===== config.mk =====
export PLATFORM = sky130hd
export DESIGN_NAME = serial_addsub
export DESIGN_NICKNAME = d
export VERILOG_FILES = /design/src/rtl/serial_addsub_pkg.sv /design/src/rtl/addsub_bit_cell.sv /design/src/rtl/serial_addsub.sv
export SDC_FILE = /design/constraint.sdc
export NUM_CORES = 1
export LEC_CHECK = 0
export CORE_MARGIN = 2
export CORE_UTILIZATION = 50
export DETAILED_ROUTE_END_ITERATION = 16
export PLACE_DENSITY_LB_ADDON = 0.12
export SYNTH_ARGS = -nofsm -noshare
export SYNTH_HDL_FRONTEND = slang
export SYNTH_SLANG_ARGS = --single-unit

===== constraint.sdc =====
create_clock -name clk -period 2.9 [get_ports clk]
set_input_delay 0.435 -clock clk [delete_from_list [all_inputs] [get_ports clk]]
set_output_delay 0.435 -clock clk [all_outputs]
set_load 0.01 [all_outputs]

===== src/rtl/serial_addsub_pkg.sv =====
// Shared types, mode encodings and step-count helper for the serial add/subtract unit.
package serial_addsub_pkg;

  typedef enum logic [1:0] {
    StIdle,
    StRun,
    StDone
  } state_e;

  localparam logic MODE_ADD = 1'b0;
  localparam logic MODE_SUB = 1'b1;

  // Returns 0 for an illegal chunking so the top can reject the configuration.
  function automatic int unsigned calc_steps(input int unsigned width, input int unsigned bpc);
    if (bpc == 0 || (width % bpc) != 0) begin
      return 0;
    end
    return width / bpc;
  endfunction

endpackage


===== src/rtl/addsub_bit_cell.sv =====
// Combinational 1-bit full adder (mode=0) / full subtractor (mode=1).
module addsub_bit_cell
  import serial_addsub_pkg::*;
(
  input  logic a,
  input  logic b,
  input  logic c_in,
  input  logic mode,
  output logic s,
  output logic c_out
);

  logic axb;

  assign axb = a ^ b;
  assign s   = axb ^ c_in;

  always_comb begin
    if (mode == MODE_SUB) begin
      c_out = (~a & b) | (c_in & ~axb);
    end else begin
      c_out = (a & b) | (c_in & axb);
    end
  end

endmodule


===== src/rtl/serial_addsub.sv =====
// Multi-cycle LSB-first add/subtract, BITS_PER_CYCLE bits per clock.
// Define SERIAL_ADDSUB_OVF_EN to enable the registered signed-overflow flag.
module serial_addsub
  import serial_addsub_pkg::*;
#(
  parameter int unsigned WIDTH          = 8,
  parameter int unsigned BITS_PER_CYCLE = 1
) (
  input  logic             clk,
  input  logic             rst_n,
  input  logic             start,
  input  logic             mode,
  input  logic [WIDTH-1:0] a,
  input  logic [WIDTH-1:0] b,
  input  logic             cin,
  output logic             ready,
  output logic             done,
  output logic [WIDTH-1:0] result,
  output logic             cout,
  output logic             ovf
);

  localparam int unsigned STEPS = calc_steps(WIDTH, BITS_PER_CYCLE);
  localparam int unsigned CntW  = (STEPS > 1) ? $clog2(STEPS) : 1;

  if (STEPS == 0 || WIDTH < 2) begin : g_cfg_err
    $error("serial_addsub: WIDTH must be >= 2 and divisible by BITS_PER_CYCLE");
  end

  state_e              state_q, state_d;
  logic [CntW-1:0]     cnt_q, cnt_d;
  logic [WIDTH-1:0]    a_sh_q, a_sh_d, b_sh_q, b_sh_d, res_q, res_d;
  logic                mode_q, mode_d, carry_q, carry_d, cout_q, cout_d;
  logic                last_step;
  logic [BITS_PER_CYCLE-1:0] chunk_s;
  logic [BITS_PER_CYCLE:0]   chain;

  assign chain[0] = carry_q;

  for (genvar gi = 0; gi < BITS_PER_CYCLE; gi++) begin : g_cells
    addsub_bit_cell u_cell (
      .a     (a_sh_q[gi]),
      .b     (b_sh_q[gi]),
      .c_in  (chain[gi]),
      .mode  (mode_q),
      .s     (chunk_s[gi]),
      .c_out (chain[gi+1])
    );
  end

  assign last_step = (state_q == StRun) && (cnt_q == CntW'(STEPS - 1));

  always_comb begin
    state_d = state_q;
    cnt_d   = cnt_q;
    a_sh_d  = a_sh_q;
    b_sh_d  = b_sh_q;
    res_d   = res_q;
    mode_d  = mode_q;
    carry_d = carry_q;
    cout_d  = cout_q;
    unique case (state_q)
      StIdle: begin
        if (start) begin
          a_sh_d  = a;
          b_sh_d  = b;
          mode_d  = mode;
          carry_d = cin;
          cnt_d   = '0;
          state_d = StRun;
        end
      end
      StRun: begin
        a_sh_d  = a_sh_q >> BITS_PER_CYCLE;
        b_sh_d  = b_sh_q >> BITS_PER_CYCLE;
        // New chunk enters at the MSB end so the word is aligned after STEPS shifts.
        res_d   = (res_q >> BITS_PER_CYCLE) | (WIDTH'(chunk_s) << (WIDTH - BITS_PER_CYCLE));
        carry_d = chain[BITS_PER_CYCLE];
        cout_d  = chain[BITS_PER_CYCLE];
        cnt_d   = cnt_q + 1'b1;
        if (last_step) begin
          state_d = StDone;
        end
      end
      StDone:  state_d = StIdle;
      default: state_d = StIdle;
    endcase
  end

  always_ff @(posedge clk or negedge rst_n) begin
    if (!rst_n) begin
      state_q <= StIdle;
      cnt_q   <= '0;
      a_sh_q  <= '0;
      b_sh_q  <= '0;
      res_q   <= '0;
      mode_q  <= MODE_ADD;
      carry_q <= 1'b0;
      cout_q  <= 1'b0;
    end else begin
      state_q <= state_d;
      cnt_q   <= cnt_d;
      a_sh_q  <= a_sh_d;
      b_sh_q  <= b_sh_d;
      res_q   <= res_d;
      mode_q  <= mode_d;
      carry_q <= carry_d;
      cout_q  <= cout_d;
    end
  end

`ifdef SERIAL_ADDSUB_OVF_EN
  logic ovf_q, ovf_d;
  logic a_msb, b_msb, s_msb;

  // On the last step the low chunk bits of the shifters hold the original sign bits.
  assign a_msb = a_sh_q[BITS_PER_CYCLE-1];
  assign b_msb = b_sh_q[BITS_PER_CYCLE-1];
  assign s_msb = chunk_s[BITS_PER_CYCLE-1];

  always_comb begin
    ovf_d = ovf_q;
    if (last_step) begin
      if (mode_q == MODE_ADD) begin
        ovf_d = (a_msb == b_msb) && (s_msb != a_msb);
      end else begin
        ovf_d = (a_msb != b_msb) && (s_msb != a_msb);
      end
    end
  end

  always_ff @(posedge clk or negedge rst_n) begin
    if (!rst_n) begin
      ovf_q <= 1'b0;
    end else begin
      ovf_q <= ovf_d;
    end
  end

  assign ovf = ovf_q;
`else
  assign ovf = 1'b0;
`endif

  assign ready  = (state_q == StIdle);
  assign done   = (state_q == StDone);
  assign result = res_q;
  assign cout   = cout_q;

endmodule


**After elaboration in Yosys (flattened, before gate mapping)**

Index checks and enable logic that the tools add are counted.
W data, S select, Z words.

- Register bits: 32
- Bits in latches: 0
- RAM bits: 0
- Memory bits (read-only): 0
- Input port bits: 21
- Output and inout port bits: 12
- Logic and storage cells: 43
- Memories: 0

- Add/subtract/negate cells: 1
- Multiply operators: 0
- Divide/modulo/power cells: 0
- $lt $le $gt $ge: 0
- Equality and inequality tests: 5
- Shift-type cells: 0
- Muxes and demuxes: 12
- Bitwise logic cells: 11
- Reductions and logical operators: 6

Operators by type and width:

| kind | number |
|---|---|
| $pmux W8 S2 | 2 |
| $mux W8 | 2 |
| $or A7 B8 Y8 | 1 |
| $pmux W3 S2 | 1 |
| $reduce_and A2 Y1 | 3 |
| $and A1 B1 Y1 | 4 |
| $mux W2 | 2 |
| $ne A2 B2 Y1 const B | 2 |
| $pmux W2 S2 | 1 |
| $add A3 B1 Y3 const B | 1 |
| $eq A3 B3 Y1 const B | 1 |
| $mux W3 | 1 |
| $eq A2 B1 Y1 const B | 1 |
| $eq A2 B2 Y1 const B | 1 |
| $logic_not A2 Y1 | 1 |
| $mux W1 | 2 |
| $not A1 Y1 | 2 |
| $or A1 B1 Y1 | 2 |
| $pmux W1 S2 | 1 |
| $reduce_bool A2 Y1 | 1 |
| $xor A1 B1 Y1 | 2 |
| $logic_and A1 B1 Y1 | 1 |

**Depth between registers and ports, before layout**

Gate-level depths: netlist (run 1).

- Word-level depth: 6
- Depth in mapped cells: 6
- Mapped depth without buffers: 5

**Modules after synthesis**

From an unflattened synthesis (run 1), not the netlist that was laid out.

- Cell total of the unflattened synthesis: 125
- Area total of the unflattened synthesis: 1510.2 µm²

Modules (own cells, without submodules):

| module | times used | cells each | area each (µm²) | seq. area each (µm²) |
|---|---|---|---|---|
| serial_addsub | 1 | 119 | 1448.9 | 800.8 |
| addsub_bit_cell | 1 | 6 | 61.3 | 0.0 |

**Worst setup path after synthesis (run 1)**

No wires, ideal clock.

- Path kind: flip-flop to flip-flop
- Start: register b_sh_q[0]
- End: register carry_q
- Library setup time: 94 ps
- Arrival time: 1252 ps
- Required time: 2806 ps
- Slack: 1554 ps
- Cell stages (with the launch flop): 6
- Path buffers: 0
- Period minus slack after synthesis: 1346 ps
- Cell sequence: dfrtp_1 > inv_1 > fa_1 > nand2_1 > o21ai_0 > a221oi_2

- Word-level cells in the longest chain between the ends: 6
- Elaborated cells on any way between the ends: 10
- Those cells by class: mux: 2; bitwise: 8

RTL lines:

| item | RTL line | RTL |
|---|---|---|
| from (decl) | serial_addsub.sv:32 | `logic [WIDTH-1:0] a_sh_q, a_sh_d, b_sh_q, b_sh_d, res_q, res_d;` |
| from (signal assigned) | serial_addsub.sv:104 | `b_sh_q <= b_sh_d;` |
| $xor A1 B1 Y1 | addsub_bit_cell.sv:15 | `assign axb = a ^ b;` |
| $not A1 Y1 | addsub_bit_cell.sv:20 | `c_out = (~a & b) \| (c_in & ~axb);` |
| $and A1 B1 Y1 | addsub_bit_cell.sv:20 |  |
| $or A1 B1 Y1 | addsub_bit_cell.sv:20 |  |
| $mux W1 (*) | addsub_bit_cell.sv:19 | `if (mode == MODE_SUB) begin` |
| $pmux W1 S2 (*) | serial_addsub.sv:62 | `unique case (state_q)` |
| to (signal assigned) | serial_addsub.sv:107 | `carry_q <= carry_d;` |
| to (decl) | serial_addsub.sv:33 | `logic mode_q, mode_d, carry_q, carry_d, cout_q, cout_d;` |

Mark *: on every way between the ends. The rest lies on a longest branch, timed or not.
A chain may end at the register's enable or synchronous reset.

**Worst setup path in the final report (run 1)**

- Start: register state_q[1]
- End: output done

- Word-level cells in the longest chain between the ends: 1

RTL lines:

| item | RTL line | RTL |
|---|---|---|
| from (decl) | serial_addsub.sv:30 | `state_e state_q, state_d;` |
| from (signal assigned) | serial_addsub.sv:92 | `state_q <= StIdle;` |
| from (signal assigned) | serial_addsub.sv:101 | `state_q <= state_d;` |
| $eq A2 B2 Y1 | serial_addsub.sv:146 | `assign done = (state_q == StDone);` |
| to (decl) | serial_addsub.sv:17 | `output logic done,` |

Every way passes these cells.

==> results of run 1 <==
-- cell usage after synthesis, drive strengths merged --
| library cell | n |
|---|---|
| nor2b | 4 |
| a22oi | 1 |
| o22ai | 27 |
| nor2 | 5 |
| dfrtp | 32 |
| a22o | 2 |
| buf | 12 |
| conb | 1 |
| o21bai | 1 |
| ha | 2 |
| o21a | 1 |
| nand2b | 2 |
| o21ai | 6 |
| nand2 | 30 |
| fa | 2 |
| and2 | 1 |
| mux2 | 1 |
| and2b | 1 |
| a21oi | 15 |
| a221oi | 1 |
| inv | 4 |
-- cells in the final DEF (no fill, tap or decap), drive strengths merged --
master	netlist	routed
a21oi	15	15
a221oi	1	1
a22o	2	2
a22oi	1	1
and2	1	1
and2b	1	1
buf	12	2
clkbuf	0	6
clkdlybuf4s50	0	31
clkinv	0	2
conb	1	1
dfrtp	32	32
fa	2	2
ha	2	2
inv	4	4
mux2	1	1
nand2	30	30
nand2b	2	2
nor2	5	5
nor2b	4	4
o21a	1	1
o21ai	6	6
o21bai	1	1
o22ai	27	27
-- kinds of logic after synthesis --
| kind of cell | Yosys count |
|---|---|
| compound gates | 54 |
| simple gates | 43 |
| flops | 32 |
| buf+inv | 16 |
| fa+ha+maj | 4 |
| mux | 1 |
| other cells | 1 |
-- path summary, 6_finish.rpt --
kind,to,start,cells past startpoint
max in group asynchronous,cnt_q[2],rst_n,2
worst min register to register,result[0],result[0],2
worst max register to register,carry_q,b_sh_q[0],5
min in group asynchronous,b_sh_q[4],rst_n,2
worst max-delay path,done,state_q[1],3
worst min-delay path,result[0],result[0],2
-- area by class of cell --
| cell class | instances | area share [%] |
|---|---|---|
| sequential | 32 | 42.9 |
| clock inverter | 2 | 0.536 |
| tap | 33 | 2.21 |
| inverter | 4 | 0.804 |
| multi-input combinational | 103 | 33.4 |
| timing repair buffer | 33 | 17.4 |
| clock buffer | 6 | 2.75 |
-- power groups by stage --
stage	logic, mW	clock network, mW	registers (mW)
3_5_place_dp	0.785	0	0.848
5_1_grt	0.900	0.293	0.869
3_3_place_gp	0.759	0	0.837
6_report	0.782	0.270	0.842
4_1_cts	0.792	0.276	0.838
2_1_floorplan	0.605	0	0.820
-- per-layer routing --
metal | part of all wire [%] | routed length, um | vias up
li1 | - | - | 585
met1 | 46 | 1450 | 586
met2 | 46 | 1430 | 30
met3 | 5.6 | 176 | 7
met4 | 2.0 | 61 | 0
met5 | 0 | 0 | -
-- through the flow --
step | cells | cell area [um^2]
3_3_place_gp | 205 | 1810
2_1_floorplan | 151 | 1550
4_1_cts | 213 | 1870
3_5_place_dp | 205 | 1810
6_report | 213 | 1870
5_1_grt | 213 | 1870
-- state kept, by name, summed over array words and instances (netlist names) --
name / cells
a_sh_q: 8
mode_q: 1
b_sh_q: 8
cout: 1
cnt_q: 3
state_q: 2
carry_q: 1
result: 8
-- critical path, cell delays in order (launching register included) --
cell and delay (ns):
dfrtp_1 0.54, inv_1 0.32, nor2_1 0.17, clkdlybuf4s50_1 0.55
==> PnR_summary.wiki, run 1 <==
{| class="wikitable"
! Metric !! Value
|-
| Number of placement rows || 20
|-
| Placeable Area || 3000 um^2
|-
| Data arrival time of the critical path || 1.91 ns
|-
| Clock buffer count from CTS || 5
|-
| Cts hold-fix bufs || 0
|-
| Final global-route overflow total || 0
|-
| Average wire length per cell after detail routing || 14.7 um
|-
| Power Internal || 1.16 mW
|-
| Count of different cell masters after synthesis || 27
|-
| Ports || 33
|-
| Post-Synthesis Net Count || 176
|-
| Post-synthesis adder-cell area fraction || 4.19%
|-
| Die outline area || 3570 um^2
|-
| Number of register bits inferred by synthesis || 32
|-
| Share of power burned in the clock network || 14.2%
|-
| Psw || 734 uW
|-
| RSZ-0062 raised after global routing || false
|-
| Part of the power in combinational logic || 41.3%
|-
| Simple logic cell fraction of the synthesized area || 13.4%
|-
| Worst setup slack before clock tree synthesis || 0.942 ns
|-
| Register area || 801 um^2
|-
| CTS H-Tree Depth || 2
|-
| Fraction of final layout cells sized beyond drive strength 1 || 10.0%
|-
| Type of the worst setup path || reg -> out
|-
| Dominant cell type by area after synthesis || dfrtp_1
|-
| Starting density of the core || 51.7%
|-
| Gp weighted congestion || 0.762
|-
| Via count of the first global-routing pass || 1235
|-
| Number of setup violations in the final report || 0
|-
| Leakage dissipation || 0.813 nW
|-
| Final cycle utilization of the critical path || 81.0%
|-
| Pin count of the biggest net entering global routing || 33
|-
| Net switching share of the total power || 38.8%
|-
| Main combinational cell family by area after synthesis || compound AO/OA/AOI/OAI gates
|-
| Worst setup SP type || flop
|-
| # Max-Cap Violations || 0
|-
| Post-route core utilization || 62.2%
|-
| Height of the chip || 59.8 um
|-
| Critical path fanouts, max || 16
|-
| Met3 demand-to-capacity share in global routing || 7.14%
|-
| Peak-usage layer in the global routing report || met2
|-
| Sequential group share of total power || 44.5%
|-
| Post-synthesis instance area || 1550 um^2
|-
| Fillers || 279
|-
| Fmax || 0.426 GHz
|-
| Worst-case vdd ir drop || 485 uV
|-
| M2 GR Usage || 31.1%
|-
| Global-route wire length before repair || 5270 um
|-
| Post-route clock skew || 0.00355 ns
|-
| Yosys synthesis warning count || 0
|-
| Die width || 59.8 um
|-
| Area of the multi-input gates || 624 um^2
|-
| Fraction of synthesized cell area in xor and xnor cells || 0%
|-
| Power, Total || 1.89 mW
|-
| Total of buffers placed on input and output ports || 31
|-
| Clock period minus final worst setup slack || 2.35 ns
|-
| Routed Antenna Nets || 0
|-
| Total routing resource utilization after global routing || 20.1%
|-
| Capturing element type of the critical path || output port
|-
| Number of vias in the routed layout || 1208
|-
| Synthesis-to-finish area growth || 20.2%
|-
| Number of setup buffers added after CTS || 0
|-
| Worst-path clk slew || 0.10 ns
|-
| Clock tree from TritonCTS || done
|-
| Overall routed net length || 3120 um
|-
| Number of antenna violations at the first check in global routing || 0
|-
| Net count reported at finish || 204
|-
| Count of instances resized after the clock tree is built || 0
|-
| Root buffer cell || clkbuf_4
|-
| Slack of the worst reg-to-reg path || 1.43 ns
|-
| Worst EP required || 2.47 ns
|-
| Outcome || complete, no violations
|-
| Met1 track demand over resource || 25.0%
|-
| Post-route setup slack || 0.551 ns
|-
| Number of diodes || 0
|-
| Post-Route Setup TNS || 0 ns
|-
| Average cell area after synthesis || 10.3 um^2
|-
| Smallest hold slack || 0.480 ns
|-
| Average via count per standard cell || 5.67
|-
| Portion of synthesized cell area occupied by the leading cell type || 51.5%
|-
| CTS max path bufs || 2
|-
| Compound-Gate Fraction of Synth Area || 21.7%
|-
| Power density of the placed cells || 1010 nW/um^2
|-
| Count of clock tree sinks || 32
|-
| Number of hold violations in the final report || 0
|-
| Insertion delay of the later-clocked pin in the worst-skew pair || 0.33 ns
|-
| Part of the Yosys area used for sequential elements || 51.5%
|-
| Cells after synthesis || 151
|-
| Post-detailed-route DRC marker count || 0
|-
| First-pass iteration count of the detailed router || 4
|-
| Path type of the worst min-delay path || reg -> reg
|-
| Detailed Place HPWL || 2090 um
|-
| Ranking of synthesized cells by area || dfrtp_1 52%, o22ai_1 11%, nand2_1 7.2%
|-
| Final Slew Violations || 0
|-
| DRT iter0 DRCs || 59
|-
| Portion of netlist area occupied by mux cells || 0.725%
|}
Power figures use the tool's default switching activity.
==> run 2, diff against run 1 <==
==> constraint.sdc (replaced) <==
create_clock -name clk -period 2.4 [get_ports clk]
set_input_delay 0.36 -clock clk [delete_from_list [all_inputs] [get_ports clk]]
set_output_delay 0.36 -clock clk [all_outputs]
set_load 0.01 [all_outputs]
==> PnR_summary.wiki, run 2 (synthesis results as in run 1) <==
{| class="wikitable"
! Metric !! Value
|-
| Critical path fanouts, max || 10 (-6)
|-
| Number of setup violations in the final report || 0 (unchanged)
|-
| Net count reported at finish || 205 (+0.49%)
|-
| DRT iter0 DRCs || 81 (+37%)
|-
| Number of hold violations in the final report || 0 (unchanged)
|-
| Leakage dissipation || 0.817 nW (+0.44%)
|-
| Worst-path clk slew || 0.09 ns (about the same)
|-
| Smallest hold slack || 0.423 ns (-0.0562 ns)
|-
| Routed Antenna Nets || 0 (unchanged)
|-
| Global-route wire length before repair || 5300 um (+0.53%)
|-
| Final Slew Violations || 0 (unchanged)
|-
| Fraction of final layout cells sized beyond drive strength 1 || 10.0% (unchanged)
|-
| Most frequent cells in the layout || 32 x dfrtp_1, 31 x clkdlybuf4s50_1, 30 x nand2_1, 27 x o22ai_1, 15 x a21oi_1
|-
| Starting density of the core || 51.7% (unchanged)
|-
| Number of vias in the routed layout || 1200 (-0.66%)
|-
| Number of diodes || 0 (unchanged)
|-
| Number of antenna violations at the first check in global routing || 0 (unchanged)
|-
| Clock buffer count from CTS || 5 (unchanged)
|-
| RSZ-0062 raised after global routing || false
|-
| Placeable Area || 3000 um^2 (unchanged)
|-
| Worst-case vdd ir drop || 586 uV (+21%)
|-
| Count of clock tree sinks || 32 (unchanged)
|-
| Number of placement rows || 20 (unchanged)
|-
| Count of instances resized after the clock tree is built || 0 (unchanged)
|-
| Worst setup SP type || flop
|-
| CTS H-Tree Depth || 2 (unchanged)
|-
| Capturing element type of the critical path || output port
|-
| Detailed Place HPWL || 2100 um (+0.76%)
|-
| Total of buffers placed on input and output ports || 31 (unchanged)
|-
| Power density of the placed cells || 1220 nW/um^2 (+21%)
|-
| Final cycle utilization of the critical path || 82.9%
|-
| CTS max path bufs || 2 (unchanged)
|-
| Most frequent standard cell in the layout excluding fill and tap cells || dfrtp_1
|-
| First-pass iteration count of the detailed router || 4 (unchanged)
|-
| Overall routed net length || 3110 um (-0.32%)
|-
| Worst EP required || 2.04 ns (-0.43 ns)
|-
| Clock tree from TritonCTS || done
|-
| Number of setup buffers added after CTS || 0 (unchanged)
|-
| Ports || 33 (unchanged)
|-
| Root buffer cell || clkbuf_4
|-
| Final global-route overflow total || 0 (unchanged)
|-
| Non-filler instance count after layout || 213 (unchanged)
|-
| Post-Route Setup TNS || 0 ns (unchanged)
|-
| Die width || 59.8 um (unchanged)
|-
| Data arrival time of the critical path || 1.63 ns (-0.28 ns)
|-
| Post-detailed-route DRC marker count || 0 (unchanged)
|-
| Post-route clock skew || 0.00259 ns (-0.000957 ns)
|-
| Total routing resource utilization after global routing || 20.2% (+0.045 points)
|-
| Cts hold-fix bufs || 0 (unchanged)
|-
| Power, Total || 2.30 mW (+21%)
|-
| Type of the worst setup path || reg -> out
|-
| Synthesis-to-finish area growth || 20.9%
|-
| Path type of the worst min-delay path || in -> async
|-
| Outcome || complete, no violations
|-
| Clock period minus final worst setup slack || 1.99 ns
|-
| Pin count of the biggest net entering global routing || 33 (unchanged)
|-
| # Max-Cap Violations || 0 (unchanged)
|-
| Gp weighted congestion || 0.738 (-3.2%)
|-
| Die outline area || 3570 um^2 (unchanged)
|-
| Post-Place Cells || 206 (+0.49%)
|-
| Height of the chip || 59.8 um (unchanged)
|-
| Average wire length per cell after detail routing || 14.6 um (-0.32%)
|-
| Via count of the first global-routing pass || 1189 (-3.7%)
|-
| Insertion delay of the later-clocked pin in the worst-skew pair || 0.33 ns (about the same)
|-
| Average via count per standard cell || 5.63 (-0.66%)
|-
| Fmax || 0.503 GHz
|}
run 2: per-layer routing:
| layer | share of wire, % | track usage, % |
|---|---|---|
| met1 | 46 | 26.1 |
| met2 | 47 | 31.2 |
| met3 | 5.7 | 6.49 |
| met4 | 1.0 | 8.25 |
| met5 | 0 | 0 |
run 2: worst paths after layout:
kind	from	end	slack (ns)	cells after the start
hold / removal	rst_n	b_sh_q[4]	0.42	2
max in group asynchronous	rst_n	b_sh_q[0]	1.69	2
setup reg to reg	b_sh_q[0]	carry_q	0.96	5
hold reg to reg	result[0]	result[0]	0.50	2
setup / recovery	state_q[1]	done	0.41	3
min in group clk	result[0]	result[0]	0.50	2
run 2: area by class of cell:
type                    instances  area, um^2
multi-input cells             103         624
fillers                       284        1120
clock buffers                   7        65.1
repair buffers                 34         333
well taps                      33        41.3
flip-flops and latches         32         801
inverters                       4        15.0
run 2: per-stage QoR:
stage                     utilization, %  setup slack [ns]  area (um^2)
final                               62.6             0.411         1880
after detailed placement            60.4             0.757         1810
after floorplan                        -              1.05         1550
after global placement              60.4             0.793         1810
after CTS                           62.6             0.380         1880
after global routing                62.6             0.249         1880
run 2: critical path, stage by stage, from the launching register on:
cell and delay, ns:
dfrtp_1 0.55, inv_1 0.10, nor2_1 0.11, clkdlybuf4s50_1 0.55
run 2: power breakdown:
group / total, mW / switching, mW / internal (mW)
sequential: 1.02 / 0.226 / 0.791
combinational: 0.940 / 0.467 / 0.472
clock: 0.341 / 0.175 / 0.166
total: 2.30 / 0.868 / 1.43
